`src/rtl/udm_bus_arb_pkg.sv`:
```
// Shared types and constants for the two-master round-robin bus arbiter.
package udm_bus_arb_pkg;

  typedef enum logic [1:0] {
    ARB_IDLE = 2'd0,
    ARB_CMD  = 2'd1,
    ARB_RESP = 2'd2
  } arb_state_t;

  localparam logic [31:0] ARB_TIMEOUT_RDATA = 32'hDEADBEEF;

  localparam logic ARB_M0 = 1'b0;
  localparam logic ARB_M1 = 1'b1;

endpackage

```
`src/rtl/udm_bus_arb_rr_arb2.sv`:
```
// Combinational two-way round-robin pick; one-hot grant, the master that was
// not granted last wins a conflict.
module rr_arb2
  import udm_bus_arb_pkg::*;
(
  input  logic [1:0] req_i,
  input  logic       last_grant_i,
  output logic [1:0] gnt_o
);

  always_comb begin
    gnt_o = 2'b00;
    unique case (req_i)
      2'b01:   gnt_o = 2'b01;
      2'b10:   gnt_o = 2'b10;
      2'b11:   gnt_o = (last_grant_i == ARB_M1) ? 2'b01 : 2'b10;
      default: gnt_o = 2'b00;
    endcase
  end

endmodule

```
`src/rtl/udm_bus_arb.sv`:
```
// Two-master, one-slave round-robin bus arbiter with grant lock per transaction.
// Optional slave watchdog enabled by defining UDM_BUS_ARB_TIMEOUT_EN.
module udm_bus_arb
  import udm_bus_arb_pkg::*;
#(
  parameter int unsigned TIMEOUT_CYCLES = 256
) (
  input  logic        clk_i,
  input  logic        rstn_i,
  input  logic        m0_req_i,
  input  logic        m0_we_i,
  input  logic [31:0] m0_addr_bi,
  input  logic [3:0]  m0_be_bi,
  input  logic [31:0] m0_wdata_bi,
  output logic        m0_ack_o,
  output logic        m0_resp_o,
  output logic [31:0] m0_rdata_bo,
  input  logic        m1_req_i,
  input  logic        m1_we_i,
  input  logic [31:0] m1_addr_bi,
  input  logic [3:0]  m1_be_bi,
  input  logic [31:0] m1_wdata_bi,
  output logic        m1_ack_o,
  output logic        m1_resp_o,
  output logic [31:0] m1_rdata_bo,
  output logic        s_req_o,
  output logic        s_we_o,
  output logic [31:0] s_addr_bo,
  output logic [3:0]  s_be_bo,
  output logic [31:0] s_wdata_bo,
  input  logic        s_ack_i,
  input  logic        s_resp_i,
  input  logic [31:0] s_rdata_bi,
  output logic [1:0]  grant_bo,
  output logic        timeout_o
);

  arb_state_t  state_q, state_d;
  logic [1:0]  grant_q, grant_d;
  logic        last_q, last_d;
  logic [1:0]  pick;
  logic        owner, sel_we, bus_on;
  logic [31:0] sel_addr, sel_wdata;
  logic [3:0]  sel_be;
  logic        ack, resp, fire, to_hit;
  logic [31:0] rdata;

  rr_arb2 u_rr (
    .req_i        ({m1_req_i, m0_req_i}),
    .last_grant_i (last_q),
    .gnt_o        (pick)
  );

  assign owner     = grant_q[1] ? ARB_M1 : ARB_M0;
  assign sel_we    = (owner == ARB_M1) ? m1_we_i     : m0_we_i;
  assign sel_addr  = (owner == ARB_M1) ? m1_addr_bi  : m0_addr_bi;
  assign sel_be    = (owner == ARB_M1) ? m1_be_bi    : m0_be_bi;
  assign sel_wdata = (owner == ARB_M1) ? m1_wdata_bi : m0_wdata_bi;

  // Slave command is only driven while the owner's command is in flight.
  assign bus_on     = (state_q == ARB_CMD) && rstn_i;
  assign s_req_o    = bus_on;
  assign s_we_o     = bus_on && sel_we;
  assign s_addr_bo  = bus_on ? sel_addr  : '0;
  assign s_be_bo    = bus_on ? sel_be    : '0;
  assign s_wdata_bo = bus_on ? sel_wdata : '0;

  always_comb begin
    state_d = state_q;
    grant_d = grant_q;
    last_d  = last_q;
    ack     = 1'b0;
    resp    = 1'b0;
    fire    = 1'b0;
    rdata   = '0;
    unique case (state_q)
      ARB_IDLE: begin
        if (pick != 2'b00) begin
          grant_d = pick;
          last_d  = pick[1] ? ARB_M1 : ARB_M0;
          state_d = ARB_CMD;
        end
      end
      ARB_CMD: begin
        if (s_ack_i) begin
          ack     = 1'b1;
          state_d = ARB_IDLE;
          if (!sel_we) begin
            if (s_resp_i) begin
              resp  = 1'b1;
              rdata = s_rdata_bi;
            end else begin
              state_d = ARB_RESP;
            end
          end
        end else if (to_hit) begin
          fire    = 1'b1;
          ack     = 1'b1;
          resp    = !sel_we;
          rdata   = sel_we ? '0 : ARB_TIMEOUT_RDATA;
          state_d = ARB_IDLE;
        end
      end
      ARB_RESP: begin
        if (s_resp_i) begin
          resp    = 1'b1;
          rdata   = s_rdata_bi;
          state_d = ARB_IDLE;
        end else if (to_hit) begin
          fire    = 1'b1;
          resp    = 1'b1;
          rdata   = ARB_TIMEOUT_RDATA;
          state_d = ARB_IDLE;
        end
      end
      default: state_d = ARB_IDLE;
    endcase
    if (state_q != ARB_IDLE && state_d == ARB_IDLE) grant_d = 2'b00;
  end

  always_ff @(posedge clk_i) begin
    if (!rstn_i) begin
      state_q <= ARB_IDLE;
      grant_q <= 2'b00;
      last_q  <= ARB_M1;
    end else begin
      state_q <= state_d;
      grant_q <= grant_d;
      last_q  <= last_d;
    end
  end

  // Reset low abandons the transaction in the same cycle: nothing is forwarded.
  assign m0_ack_o    = ack  && rstn_i && (owner == ARB_M0);
  assign m1_ack_o    = ack  && rstn_i && (owner == ARB_M1);
  assign m0_resp_o   = resp && rstn_i && (owner == ARB_M0);
  assign m1_resp_o   = resp && rstn_i && (owner == ARB_M1);
  assign m0_rdata_bo = m0_resp_o ? rdata : '0;
  assign m1_rdata_bo = m1_resp_o ? rdata : '0;
  assign grant_bo    = grant_q;

`ifdef UDM_BUS_ARB_TIMEOUT_EN
  localparam int unsigned CNT_W = (TIMEOUT_CYCLES > 2) ? $clog2(TIMEOUT_CYCLES) : 1;

  logic [CNT_W-1:0] cnt_q, cnt_d;

  // Restarts on every entry into CMD or RESP.
  always_comb begin
    cnt_d = '0;
    if (state_q != ARB_IDLE && state_d == state_q) cnt_d = cnt_q + CNT_W'(1);
  end

  always_ff @(posedge clk_i) begin
    if (!rstn_i) cnt_q <= '0;
    else         cnt_q <= cnt_d;
  end

  assign to_hit    = (state_q != ARB_IDLE) && (cnt_q == CNT_W'(TIMEOUT_CYCLES - 1));
  assign timeout_o = fire && rstn_i;
`else
  assign to_hit    = 1'b0;
  assign timeout_o = fire && (TIMEOUT_CYCLES != 0) && 1'b0;
`endif

endmodule

```
`config.mk`:
```
export PLATFORM = sky130hd
export DESIGN_NAME = udm_bus_arb
export DESIGN_NICKNAME = d
export VERILOG_FILES = /design/src/rtl/udm_bus_arb_pkg.sv /design/src/rtl/udm_bus_arb_rr_arb2.sv /design/src/rtl/udm_bus_arb.sv
export SDC_FILE = /design/constraint.sdc
export NUM_CORES = 1
export LEC_CHECK = 0
export BUFFER_PORTS_ARGS = -buffer_cell sky130_fd_sc_hd__buf_2
export CAP_MARGIN = 20
export CELL_PAD_IN_SITES_DETAIL_PLACEMENT = 0
export CELL_PAD_IN_SITES_GLOBAL_PLACEMENT = 1
export CORE_AREA = 2 2 123 125
export DETAILED_ROUTE_END_ITERATION = 12
export DIE_AREA = 0 0 125 127
export PLACE_DENSITY = 0.76
export SETUP_SLACK_MARGIN = 0.05
export SLEW_MARGIN = 10
export SYNTH_ARGS = -nofsm -noshare
export SYNTH_HDL_FRONTEND = slang
export SYNTH_SLANG_ARGS = --single-unit
```
`constraint.sdc`:
```
create_clock -name clk_i -period 1.65 [get_ports clk_i]
set_input_delay 0.165 -clock clk_i [delete_from_list [all_inputs] [get_ports clk_i]]
set_output_delay 0.165 -clock clk_i [all_outputs]
set_load 0.03 [all_outputs]
```
==> Yosys cells after proc, flatten, opt, wreduce, memory -nomap -nowiden <==
Index checks and enable logic that the tools add are counted.
{ "word_totals": {"rom_bits": 0, "latch_bits": 0, "mem_bits_rw": 0, "memories": 0, "ff_bits": 5} }
{ "op_classes": {"eq_ne": 5, "shift": 0, "n_mux": 29, "bitwise": 2, "add_sub_neg": 0, "n_reduce_logical": 15, "order_cmp": 0, "div": 0, "multipliers": 0} }
{ "ops": {"columns": ["cell", "count"], "rows": [
  ["2-to-1 mux 32 bit", 9],
  ["case mux 32 bit (2 select lines)", 1],
  ["2-to-1 mux 2 bit", 6],
  ["case mux 2 bit (3 select lines)", 2],
  ["logical AND 1 bit", 9],
  ["2-to-1 mux 1 bit", 8],
  ["2-to-1 mux 4 bit", 2],
  ["equality test 2 bit, second input constant", 3],
  ["equality test 2 x 1 -> 1 bit, second input constant", 2],
  ["zero test 2 bit", 2],
  ["nonzero test 2 bit", 2],
  ["inverter 1 bit", 2],
  ["case mux 1 bit (2 select lines)", 1],
  ["AND reduction 2 bit", 1],
  ["OR reduction 2 bit", 1]
]} }

==> Longest topological paths before layout <==
Gate-level depths: netlist (run 1).
{ "depth": {"ltp_word": 8, "ltp_mapped": 6, "depth_no_buf": 6} }

==> Modules after synthesis <==
From an unflattened synthesis (run 1), not the netlist that was laid out.
{ "unflattened": {"cells_unflattened": 271, "area_unflattened_um2": 1825.5} }
{ "modules_own_cells": {"columns": ["module", "cells_each", "n_inst", "area_each_um2"], "rows": [
  ["udm_bus_arb", 268, 1, 1806.7],
  ["rr_arb2", 3, 1, 18.8]
]} }

==> Worst setup path before layout (run 1) <==
OpenSTA, ideal clock, no wires.
{ "synth_path": {"kind": "flip-flop to output port", "from": "register state_q[1]", "to": "output port m0_ack_o", "arrival_ns": 1.763, "path_stages_with_launch": 6, "n_path_buf": 1, "setup_slack_ns": -0.278, "cell_sequence": "dfxtp_1 inv_1 ha_1 nand2_1 clkbuf_1 nor3b_1"} }
{ "synth_between": {"elab_chain_len": 4} }
{ "synth_rtl": {"columns": ["item", "line_no", "text"], "rows": [
  ["start, declared", "udm_bus_arb.sv:38", "arb_state_t state_q, state_d;"],
  ["start signal, assigned", "udm_bus_arb.sv:127", "state_q <= state_d;"],
  ["equality test 2 x 1 -> 1 bit", "udm_bus_arb.sv:76", "unique case (state_q)"],
  ["2-to-1 mux 1 bit", "udm_bus_arb.sv:76", null],
  ["logical AND 1 bit (2 in a row)", "udm_bus_arb.sv:134", "assign m0_ack_o = ack && rstn_i && (owner == ARB_M0);"],
  ["end, declared", "udm_bus_arb.sv:15", "output logic m0_ack_o,"]
]} }
Every way passes these cells.

==> Worst setup path after layout (run 1) <==
{ "layout_path": {"from": "register state_q[0]", "to": "output port m1_rdata_bo[10]"} }
{ "layout_between": {"elab_chain_len": 5} }
{ "layout_rtl": {"columns": ["item", "line_no", "text"], "rows": [
  ["equality test 2 bit or equality test 2 x 1 -> 1 bit (tied branches)", "udm_bus_arb.sv:76", null],
  ["case mux 1 bit (2 select lines)", "udm_bus_arb.sv:76", null],
  ["logical AND 1 bit (2 in a row)", "udm_bus_arb.sv:137", "assign m1_resp_o = resp && rstn_i && (owner == ARB_M1);"],
  ["2-to-1 mux 32 bit *", "udm_bus_arb.sv:139", "assign m1_rdata_bo = m1_resp_o ? rdata : '0;"],
  ["end, declared", "udm_bus_arb.sv:25", "output logic [31:0] m1_rdata_bo,"]
]} }
Mark *: on every way between the ends. The rest lies on a longest branch, timed or not.

==> results of run 1 <==
-- registers in the layout, summed over array words and instances (netlist names) --
name,count
grant_bo,2
state_q,2
last_q,1
-- worst max path at each step --
stage / from / endpoint / slack [ps]
6_report: state_q[0]$_SDFF_PN0_ / m1_rdata_bo[10] / -260
5_1_grt: state_q[0]$_SDFF_PN0_ / m1_rdata_bo[10] / -330
4_1_cts: state_q[0]$_SDFF_PN0_ / m1_rdata_bo[2] / -270
3_5_place_dp: state_q[0]$_SDFF_PN0_ / m1_rdata_bo[2] / -60
3_3_place_gp: state_q[1]$_SDFF_PN0_ / s_wdata_bo[31] / -80
2_1_floorplan: state_q[1]$_SDFF_PN0_ / s_addr_bo[0] / 10
-- per-layer routing --
metal / vias to the layer above / global-route usage / share of wire / routed length (um)
li1: 1577 / - / - / -
met1: 1504 / 0.1282 / 0.36 / 4785
met2: 203 / 0.2260 / 0.55 / 7448
met3: 10 / 0.02387 / 0.078 / 1046
met4: 2 / 0.01765 / 0.013 / 176
met5: - / 0 / 0.00097 / 13
-- worst register-to-register path: stages, from the launching register on --
cell      delay (ps)
dfxtp_2          320
inv_4             80
ha_4             160
buf_4            110
buf_4            100
nand2b_1          90
a211oi_1         230
o21ai_0          150
a211oi_2         230
-- through the flow --
stage	setup TNS (ps)	power, mW	instances	util	area [um^2]
3_5_place_dp	-2238	1.131	768	0.2726	3931
6_report	-17490	2.262	794	0.4302	6205
3_3_place_gp	-898.7	1.128	768	0.2726	3931
5_1_grt	-25670	2.369	794	0.4302	6205
2_1_floorplan	0	0.6970	269	-	2029
4_1_cts	-28370	1.541	772	0.3003	4332
-- cell usage after synthesis, types with 2 or more instances --
| cell | instances | area (um^2) |
|---|---|---|
| a21oi_1 | 5 | 25.02 |
| nand2_1 | 5 | 18.77 |
| mux2i_1 | 68 | 680.7 |
| buf_2 | 10 | 50.05 |
| buf_6 | 3 | 33.78 |
| and2_1 | 61 | 381.6 |
| and2_2 | 3 | 22.52 |
| dfxtp_1 | 5 | 100.1 |
| buf_4 | 2 | 15.01 |
| o21ai_0 | 3 | 15.01 |
| nor2_1 | 70 | 262.8 |
| nand2b_1 | 3 | 18.77 |
| clkbuf_1 | 7 | 26.28 |
| nor3b_1 | 2 | 15.01 |
| ha_1 | 4 | 50.05 |
| inv_1 | 4 | 15.01 |
-- power groups by stage --
stage / Combinational, mW / Sequential, mW / Clock (mW)
floorplan: 0.549 / 0.148 / 0
global placement: 0.984 / 0.143 / 0
detailed placement: 0.987 / 0.144 / 0
CTS: 1.00 / 0.142 / 0.399
global route: 1.81 / 0.147 / 0.414
finish: 1.72 / 0.145 / 0.394
-- what timing repair did --
action                                  in CTS  in global routing
pin swaps                                    0                 61
setup buffers                                0                 11
cloned                                       0                 11
endpoints found under the setup margin     138                139
resized for setup                          109                467
-- cells by family (layout without fill, tap and decap cells) --
family	after synthesis	in the layout	share of synthesized area
AO/OA/AOI/OAI	13	13	0.05176
AND/OR/NAND/NOR	150	150	0.4161
other	1	1	0.001989
flip-flops	5	5	0.05309
buffers and inverters	27	368	0.08228
adder cells (fa/ha/maj)	4	4	0.02654
multiplexers	69	69	0.3683
-- area by class of cell --
type | count | area share
inverter | 4 | 0.003630
timing repair buffer | 360 | 0.4975
clock buffer | 4 | 0.01270
sequential | 5 | 0.01754
multi-input combinational | 237 | 0.4315
tap | 184 | 0.03710
==> flow_metrics.tcl, run 1 <==
set metrics [dict create \
    critPathKind "reg2out" \
    drt_pass1_iterations 4 \
    antenna_found_initial 1 \
    holdPathStages 2 \
    finalHoldViolCount 0 \
    cp_num_buf_inv 3 \
    htreeDepth 1 \
    drcViolationCount 0 \
    wirelength_um 13470 \
    pwr-share-comb 0.762 \
    pre_cts_slack_ps -60.40 \
    netlist_instances 269 \
    first_iter_violations 41 \
    path_depth 7 \
    ioPinCount 317 \
    timing.fmax_ghz 0.5242 \
    grt_first_pass_wirelength_um 14950 \
    power.density_nw_per_um2 364.6 \
    ff2ff_setup_slack_ps 110 \
    post-dp-hpwl_um 8680 \
    fillerInstances 1383 \
    p_int_mw 1.305 \
    clkLatencyLatePin_ps 230 \
    cts-hold-fix-buffers 0 \
    synth_edf_count 0 \
    netSwitchingPower_mw 0.9567 \
    grt_setup_unrepaired "true" \
    required_ps 1480 \
    cap_violations 0 \
    hp-start "rstn_i" \
    grt_pass1_vias 2876 \
    period_share 1.156 \
    synthFlopType "dfxtp_1" \
    period_minus_slack_ps 1908 \
    start_util 0.1307 \
    crit_slowest_cell "dfxtp_4" \
    swShare 0.4229 \
    synth_seq_cells 5 \
    clock_skew_ps 3.318 \
    postRouteAntennaNets 0 \
    hold_slack_ps 257.1 \
    die_w_um 125 \
    synth.net_count 449 \
    numPortBuffers 315 \
    cts.clk_slew.worst_paths_ps 30 \
    row_count 44 \
    final_cell_mix "buf_2 (178), buf_6 (121), nor2_4 (63)" \
    violations "negative setup slack" \
    vdd_ir_drop_max_v 0.0002872 \
    critPathArrivalTime_ps 1740 \
    cp_max_fo 33 \
    cts_tree "yes" \
    overflow 0 \
    area.growth.synth_to_final_pct 229.1 \
    cts_buffers 3 \
    fin_nets 791 \
    timing.critical_path.cells "inv_4, ha_4, nand3_4, nor3b_4, buf_12, and2_2, buf_6" \
    cp_top_family "simple AND/OR/NAND/NOR gates" \
    core_area_um2 14420 \
    vias 3296 \
    seq_area_um2 108.9 \
    seqPwrFrac 0.064 \
    clockRootBuffer "clkbuf_16" \
    fin_ws_ps -257.6 \
    hold_end "last_q$_SDFFE_PN1P_" \
    status "finished with violations" \
    clk_path_buf_depth 2 \
    yosysSeqAreaShare 0.05309 \
    reg2reg_depth 8 \
    start_kind "flip-flop" \
    reg2reg_to "grant_bo[0]$_SDFFE_PP0P_" \
    async_flop_share 0 \
    hold_path.class "in2reg" \
    multi_input_area_um2 2678 \
    grt_use_total 0.1146 \
    post_drt_via_cell_ratio 4.151 \
    avgSynthCellArea_um2 7.010 \
    post_route_cells_drive_above_1_share 0.9098 \
    final-setup-viol-count 121 \
    worstSetupEndpointType "output port" \
    ys_types 30 \
    grt_max_degree 51 \
    chipHeight_um 127 \
    yosysWarnings 0 \
    num_antenna_cells 0 \
    reg2reg_from "state_q[1]$_SDFF_PN0_" \
    slew_violations 0 \
    critPathMaxStageDelay_ps 370 \
    routabilityCongestion 0.7645 \
    leakagePower_nw 2.780 \
    die-area_um2 15880 \
    final_common_cell "buf_2" \
    p_clk_frac 0.174 \
    cts.sink_count 5 \
    synth_area_um2 1886 \
    wl_per_cell_um 16.96 \
]
(Power assumes the default switching activity.)
==> run 2: changes to the inputs <==
--- a/config.mk
+++ b/config.mk
@@ -5,7 +5,7 @@
 export SDC_FILE = /design/constraint.sdc
 export NUM_CORES = 1
 export LEC_CHECK = 0
-export BUFFER_PORTS_ARGS = -buffer_cell sky130_fd_sc_hd__buf_2
+export BUFFER_PORTS_ARGS = -buffer_cell sky130_fd_sc_hd__buf_4
 export CAP_MARGIN = 20
 export CELL_PAD_IN_SITES_DETAIL_PLACEMENT = 0
 export CELL_PAD_IN_SITES_GLOBAL_PLACEMENT = 1
==> run 2 against run 1 <==
Compared with the run above:
- the flow still finishes with violations (negative setup slack)
- global-route usage up 0.63 points
- setup slack worse by 12 ps
- clock skew down 2.7 ps
- sequential share of layout area grew 0.38 points
- design area down 18%
- core utilization down 7.6 points
- power decreased by 24%
- count of clock-buffer cells in the layout is the same
- largest power group unchanged
- highest routed layer is now met4
==> flow_metrics.tcl, run 2 (synthesized netlist as in run 1, its figures left out) <==
set metrics [dict create \
    status "finished with violations" \
    violations "negative setup slack" \
    period_share 1.164 \
    final-setup-viol-count 138 \
    num_antenna_cells 0 \
    cap_violations 0 \
    ioPinCount 317 \
    die-area_um2 15880 \
    clk_path_buf_depth 2 \
    critPathMaxStageDelay_ps 360 \
    wl_per_cell_um 14.83 \
    start_kind "flip-flop" \
    crit_slowest_cell "dfxtp_4" \
    cp_common_cell "buf_6" \
    dpl-instance-area_um2 4629 \
    cts.sink_count 5 \
    start_util 0.1307 \
    drt_pass1_iterations 4 \
    cts_buffers 3 \
    die_w_um 125 \
    period_minus_slack_ps 1920 \
    grt_first_pass_wirelength_um 15780 \
    post_route_cells_drive_above_1_share 0.7276 \
    chipHeight_um 127 \
    cp_max_fo 8 \
    clkLatencyLatePin_ps 230 \
    critPathKind "reg2out" \
    fin_tns_setup_ps -22780 \
    clock_skew_ps 0.6554 \
    routabilityCongestion 0.8375 \
    timing.fmax_ghz 0.5209 \
    postRouteAntennaNets 0 \
    critPathArrivalTime_ps 1750 \
    clockRootBuffer "clkbuf_16" \
    final_cell_mix "buf_4 (253), buf_6 (70), mux2i_1 (66)" \
    slew_violations 0 \
    drcViolationCount 0 \
    numPortBuffers 315 \
    cts.clk_slew.worst_paths_ps 30 \
    required_ps 1480 \
    finalHoldViolCount 0 \
    fin_util 0.3544 \
    seqPwrFrac 0.085 \
    leakagePower_nw 2.524 \
    p_clk_frac 0.236 \
    met2_usage 0.2468 \
    p_int_mw 1.048 \
    post-dp-hpwl_um 9321 \
    grt_pass1_vias 3029 \
    row_count 44 \
    htreeDepth 1 \
    use_met3 0.02178 \
    core_area_um2 14420 \
    hold_path.class "in2reg" \
    overflow 0 \
    final_common_cell "buf_4" \
    worstSetupEndpointType "output port" \
    netSwitchingPower_mw 0.6607 \
    first_iter_violations 39 \
    cts-hold-fix-buffers 0 \
    antenna_found_initial 0 \
    wirelength_um 11330 \
    vdd_ir_drop_max_v 0.0002407 \
    fin_ws_ps -269.9 \
    area.growth.synth_to_final_pct 171.1 \
    timing.critical_path.cells "inv_4, ha_4, nand3_4, nor3_4, buf_6, clkbuf_16, and2_2, buf_6" \
    grt_use_total 0.1209 \
    fin_area_um2 5111 \
    fin_nets 761 \
    hold_slack_ps 197.1 \
    swShare 0.3866 \
    gr-usage-met1 0.1314 \
    pwr-share-comb 0.679 \
    grt_max_degree 54 \
    cts_tree "yes" \
    post_drt_via_cell_ratio 4.048 \
    top_usage_layer "met2" \
    vias 3093 \
    grt_setup_unrepaired "true" \
    power.density_nw_per_um2 334.3 \
]
## run 2: worst paths after layout
check                   startpoint  slack, ps                  endpoint  depth (start not counted)
max          state_q[0]$_SDFF_PN0_       -270           m0_rdata_bo[20]                          8
min                         rstn_i        200       last_q$_SDFFE_PN1P_                          2
max reg2reg  state_q[1]$_SDFF_PN0_        -30  grant_bo[0]$_SDFFE_PP0P_                          6
min reg2reg    last_q$_SDFFE_PN1P_        510       last_q$_SDFFE_PN1P_                          1
## run 2: cell type report
| cell class | instances | area, um^2 |
|---|---|---|
| clock buffer | 4 | 78.83 |
| fill | 1455 | 9313 |
| inverter | 4 | 17.52 |
| multi-input combinational | 237 | 1823 |
| sequential | 5 | 108.9 |
| tap | 184 | 230.2 |
| timing repair buffer | 330 | 2853 |
## run 2: power groups by stage
stage | Combinational [mW] | Clock [mW] | Sequential [mW]
after detailed placement | 1.14 | 0 | 0.145
after global placement | 1.12 | 0 | 0.143
after CTS | 1.15 | 0.409 | 0.144
after global routing | 1.24 | 0.426 | 0.146
after floorplan | 0.549 | 0 | 0.148
final | 1.16 | 0.404 | 0.145
## run 2: worst max-delay path, delay by kind of cell (launching register included)
kind	cells	cell delay [ps]
flops	1	360
fa+ha+maj	1	260
simple gates	3	410
buf+inv	4	490
## run 2: per-stage QoR
stage          worst slack, ps  total power, mW  cells
5_1_grt                 -322.6            1.807    764
2_1_floorplan            14.09           0.6970    269
6_report                -269.9            1.709    764
3_3_place_gp             10.36            1.263    756
4_1_cts                 -255.2            1.703    760
3_5_place_dp            -32.38            1.283    756
## run 2: metal layers
metal,part of all wire,wire length (um)
met5,0,0
met4,0.0042,48
met3,0.081,922
met2,0.56,6343
met1,0.35,4013
## run 2: what timing repair did
item,in CTS,in global routing
pin swaps,1,10
buffers inserted,0,1
gates resized for setup,66,36
setup endpoints to repair,139,140
cloned,0,3
==> run 3: changes to the inputs <==
--- a/config.mk
+++ b/config.mk
@@ -9,10 +9,11 @@
 export CAP_MARGIN = 20
 export CELL_PAD_IN_SITES_DETAIL_PLACEMENT = 0
 export CELL_PAD_IN_SITES_GLOBAL_PLACEMENT = 1
-export CORE_AREA = 2 2 123 125
+export CORE_AREA = 2 2 122 124
 export DETAILED_ROUTE_END_ITERATION = 12
-export DIE_AREA = 0 0 125 127
-export PLACE_DENSITY = 0.76
+export DIE_AREA = 0 0 124 126
+export MAX_ROUTING_LAYER = met4
+export PLACE_DENSITY = 0.74
 export SETUP_SLACK_MARGIN = 0.05
 export SLEW_MARGIN = 10
 export SYNTH_ARGS = -nofsm -noshare
==> constraint.sdc (replaced) <==
create_clock -name clk_i -period 1.9 [get_ports clk_i]
set_input_delay 0.19 -clock clk_i [delete_from_list [all_inputs] [get_ports clk_i]]
set_output_delay 0.19 -clock clk_i [all_outputs]
set_load 0.03 [all_outputs]
==> run 3 against run 2 <==
Compared with the run above:
- the flow still finishes with violations (negative setup slack)
- design area rose by 0.76%
- wire length rose by 3.5%
- register-to-register slack improved by 310 ps
- sequential power down 13%
- core utilization grew 0.54 points
- die area down 1.6%
- setup slack better by 120 ps
- highest routed layer unchanged
==> flow_metrics.tcl, run 3 (synthesized netlist as in run 1, its figures left out) <==
set metrics [dict create \
    status "finished with violations" \
    violations "negative setup slack" \
    path_depth 7 \
    final-setup-viol-count 60 \
    postRouteAntennaNets 0 \
    htreeDepth 1 \
    cap_violations 0 \
    worstSetupEndpointType "output port" \
    cp_num_buf_inv 3 \
    overflow 0 \
    start_kind "flip-flop" \
    fin_ws_ps -153.1 \
    grt_max_degree 75 \
    slew_violations 0 \
    final_cells 765 \
    cts-hold-fix-buffers 0 \
    timing.critical_path.cells "mux2i_4, a31oi_4, nor3b_4, buf_6, buf_6, and2_1, buf_6" \
    holdPathStages 2 \
    drcViolationCount 0 \
    clock_skew_ps 0.3204 \
    crit_slowest_cell "dfxtp_4" \
    critPathArrivalTime_ps 1860 \
    critPathLaunch "grant_bo[1]$_SDFFE_PP0P_" \
    die-area_um2 15620 \
    drt_pass1_iterations 4 \
    reg2reg_depth 6 \
    power.density_nw_per_um2 292.8 \
    cts.sink_count 5 \
    dp.cells 750 \
    final_common_cell "buf_4" \
    grt_first_pass_wirelength_um 15020 \
    clockRootBuffer "clkbuf_16" \
    dpl-instance-area_um2 4439 \
    die_w_um 124 \
    clk_path_buf_depth 2 \
    wirelength_um 11720 \
    critPathKind "reg2out" \
    required_ps 1710 \
    period_minus_slack_ps 2053 \
    post-dp-hpwl_um 8499 \
    first_iter_violations 66 \
    finalHoldViolCount 0 \
    p_total_mw 1.508 \
    ioPinCount 317 \
    row_count 44 \
    cp_common_cell "buf_6" \
    fin_area_um2 5150 \
    reg2reg_from "state_q[0]$_SDFF_PN0_" \
    cp-endpoint "m1_rdata_bo[8]" \
    area.growth.synth_to_final_pct 173.1 \
    leakagePower_nw 2.554 \
    routabilityCongestion 0.8629 \
    chipHeight_um 126 \
    start_util 0.1317 \
    vias 3145 \
    grt_pass1_vias 2924 \
    grt_use_total 0.1246 \
    timing.fmax_ghz 0.4871 \
    clkLatencyLatePin_ps 230 \
    final_cell_mix "buf_4 (254), nor2_1 (69), mux2i_1 (68)" \
    post_route_cells_drive_above_1_share 0.6730 \
    wl_per_cell_um 15.32 \
    hp-start "rstn_i" \
    vdd_ir_drop_max_v 0.0003349 \
    antenna_found_initial 0 \
    cp_top_family "buffers and inverters" \
    numPortBuffers 315 \
    num_antenna_cells 0 \
    ff2ff_setup_slack_ps 280 \
    cts_buffers 3 \
    critPathMaxStageDelay_ps 370 \
    core_area_um2 14310 \
    reg2reg_to "grant_bo[0]$_SDFFE_PP0P_" \
    period_share 1.081 \
    cts_tree "yes" \
    cts.clk_slew.worst_paths_ps 30 \
    post_drt_via_cell_ratio 4.111 \
    fin_nets 762 \
    cp_max_fo 8 \
    grt_setup_unrepaired "true" \
    hold_path.class "in2reg" \
]
## run 3: worst min path at each step
stage                                to  slack, ps
detailed placement  last_q$_SDFFE_PN1P_        440
finish              last_q$_SDFFE_PN1P_        240
floorplan           last_q$_SDFFE_PN1P_        280
global route        last_q$_SDFFE_PN1P_        250
global placement    last_q$_SDFFE_PN1P_        440
CTS                 last_q$_SDFFE_PN1P_        230
## run 3: worst register-to-register path, delay by kind of cell (launching register included)
kind                     cells  cell delay (ps)
buffers and inverters        1               80
AO/OA/AOI/OAI                2              490
flip-flops                   1              360
AND/OR/NAND/NOR              2              490
adder cells (fa/ha/maj)      1              140
## run 3: cell type report
type | count | area, um^2
multi-input cells | 237 | 1788
fillers | 1441 | 9164
repair buffers | 331 | 2922
inverters | 4 | 20.02
flip-flops and latches | 5 | 111.4
well taps | 184 | 230.2
clock buffers | 4 | 78.83
## run 3: report_power, final
part,internal (mW),switching (mW)
Combinational,0.530,0.502
Clock,0.278,0.0716
Sequential,0.114,0.0116
Total,0.923,0.585
## run 3: layer usage
metal | GRT usage | vias to the layer above | wire length [um]
li1 | - | 1508 | -
met1 | 0.1344 | 1414 | 4170
met2 | 0.2431 | 209 | 6331
met3 | 0.01495 | 14 | 1056
met4 | 0.01851 | 0 | 164
met5 | - | - | 0
## run 3: stage by stage
| step | util | hold WS [ps] | setup TNS (ps) | setup slack (ps) |
|---|---|---|---|---|
| after floorplan | - | 278.9 | 0 | 57.44 |
| after global placement | 0.3101 | 444.6 | 0 | 118.5 |
| after detailed placement | 0.3101 | 443.7 | 0 | 60.29 |
| after CTS | 0.3217 | 228.0 | -4985 | -124.0 |
| after global routing | 0.3598 | 248.7 | -10080 | -213.5 |
| final | 0.3598 | 237.5 | -5731 | -153.1 |
## run 3: what timing repair did
action,4_1_cts,5_1_grt
pin swaps,0,4
endpoints found under the setup margin,83,72
gates cloned,2,5
gates resized for setup,8,116
buffers inserted,0,4
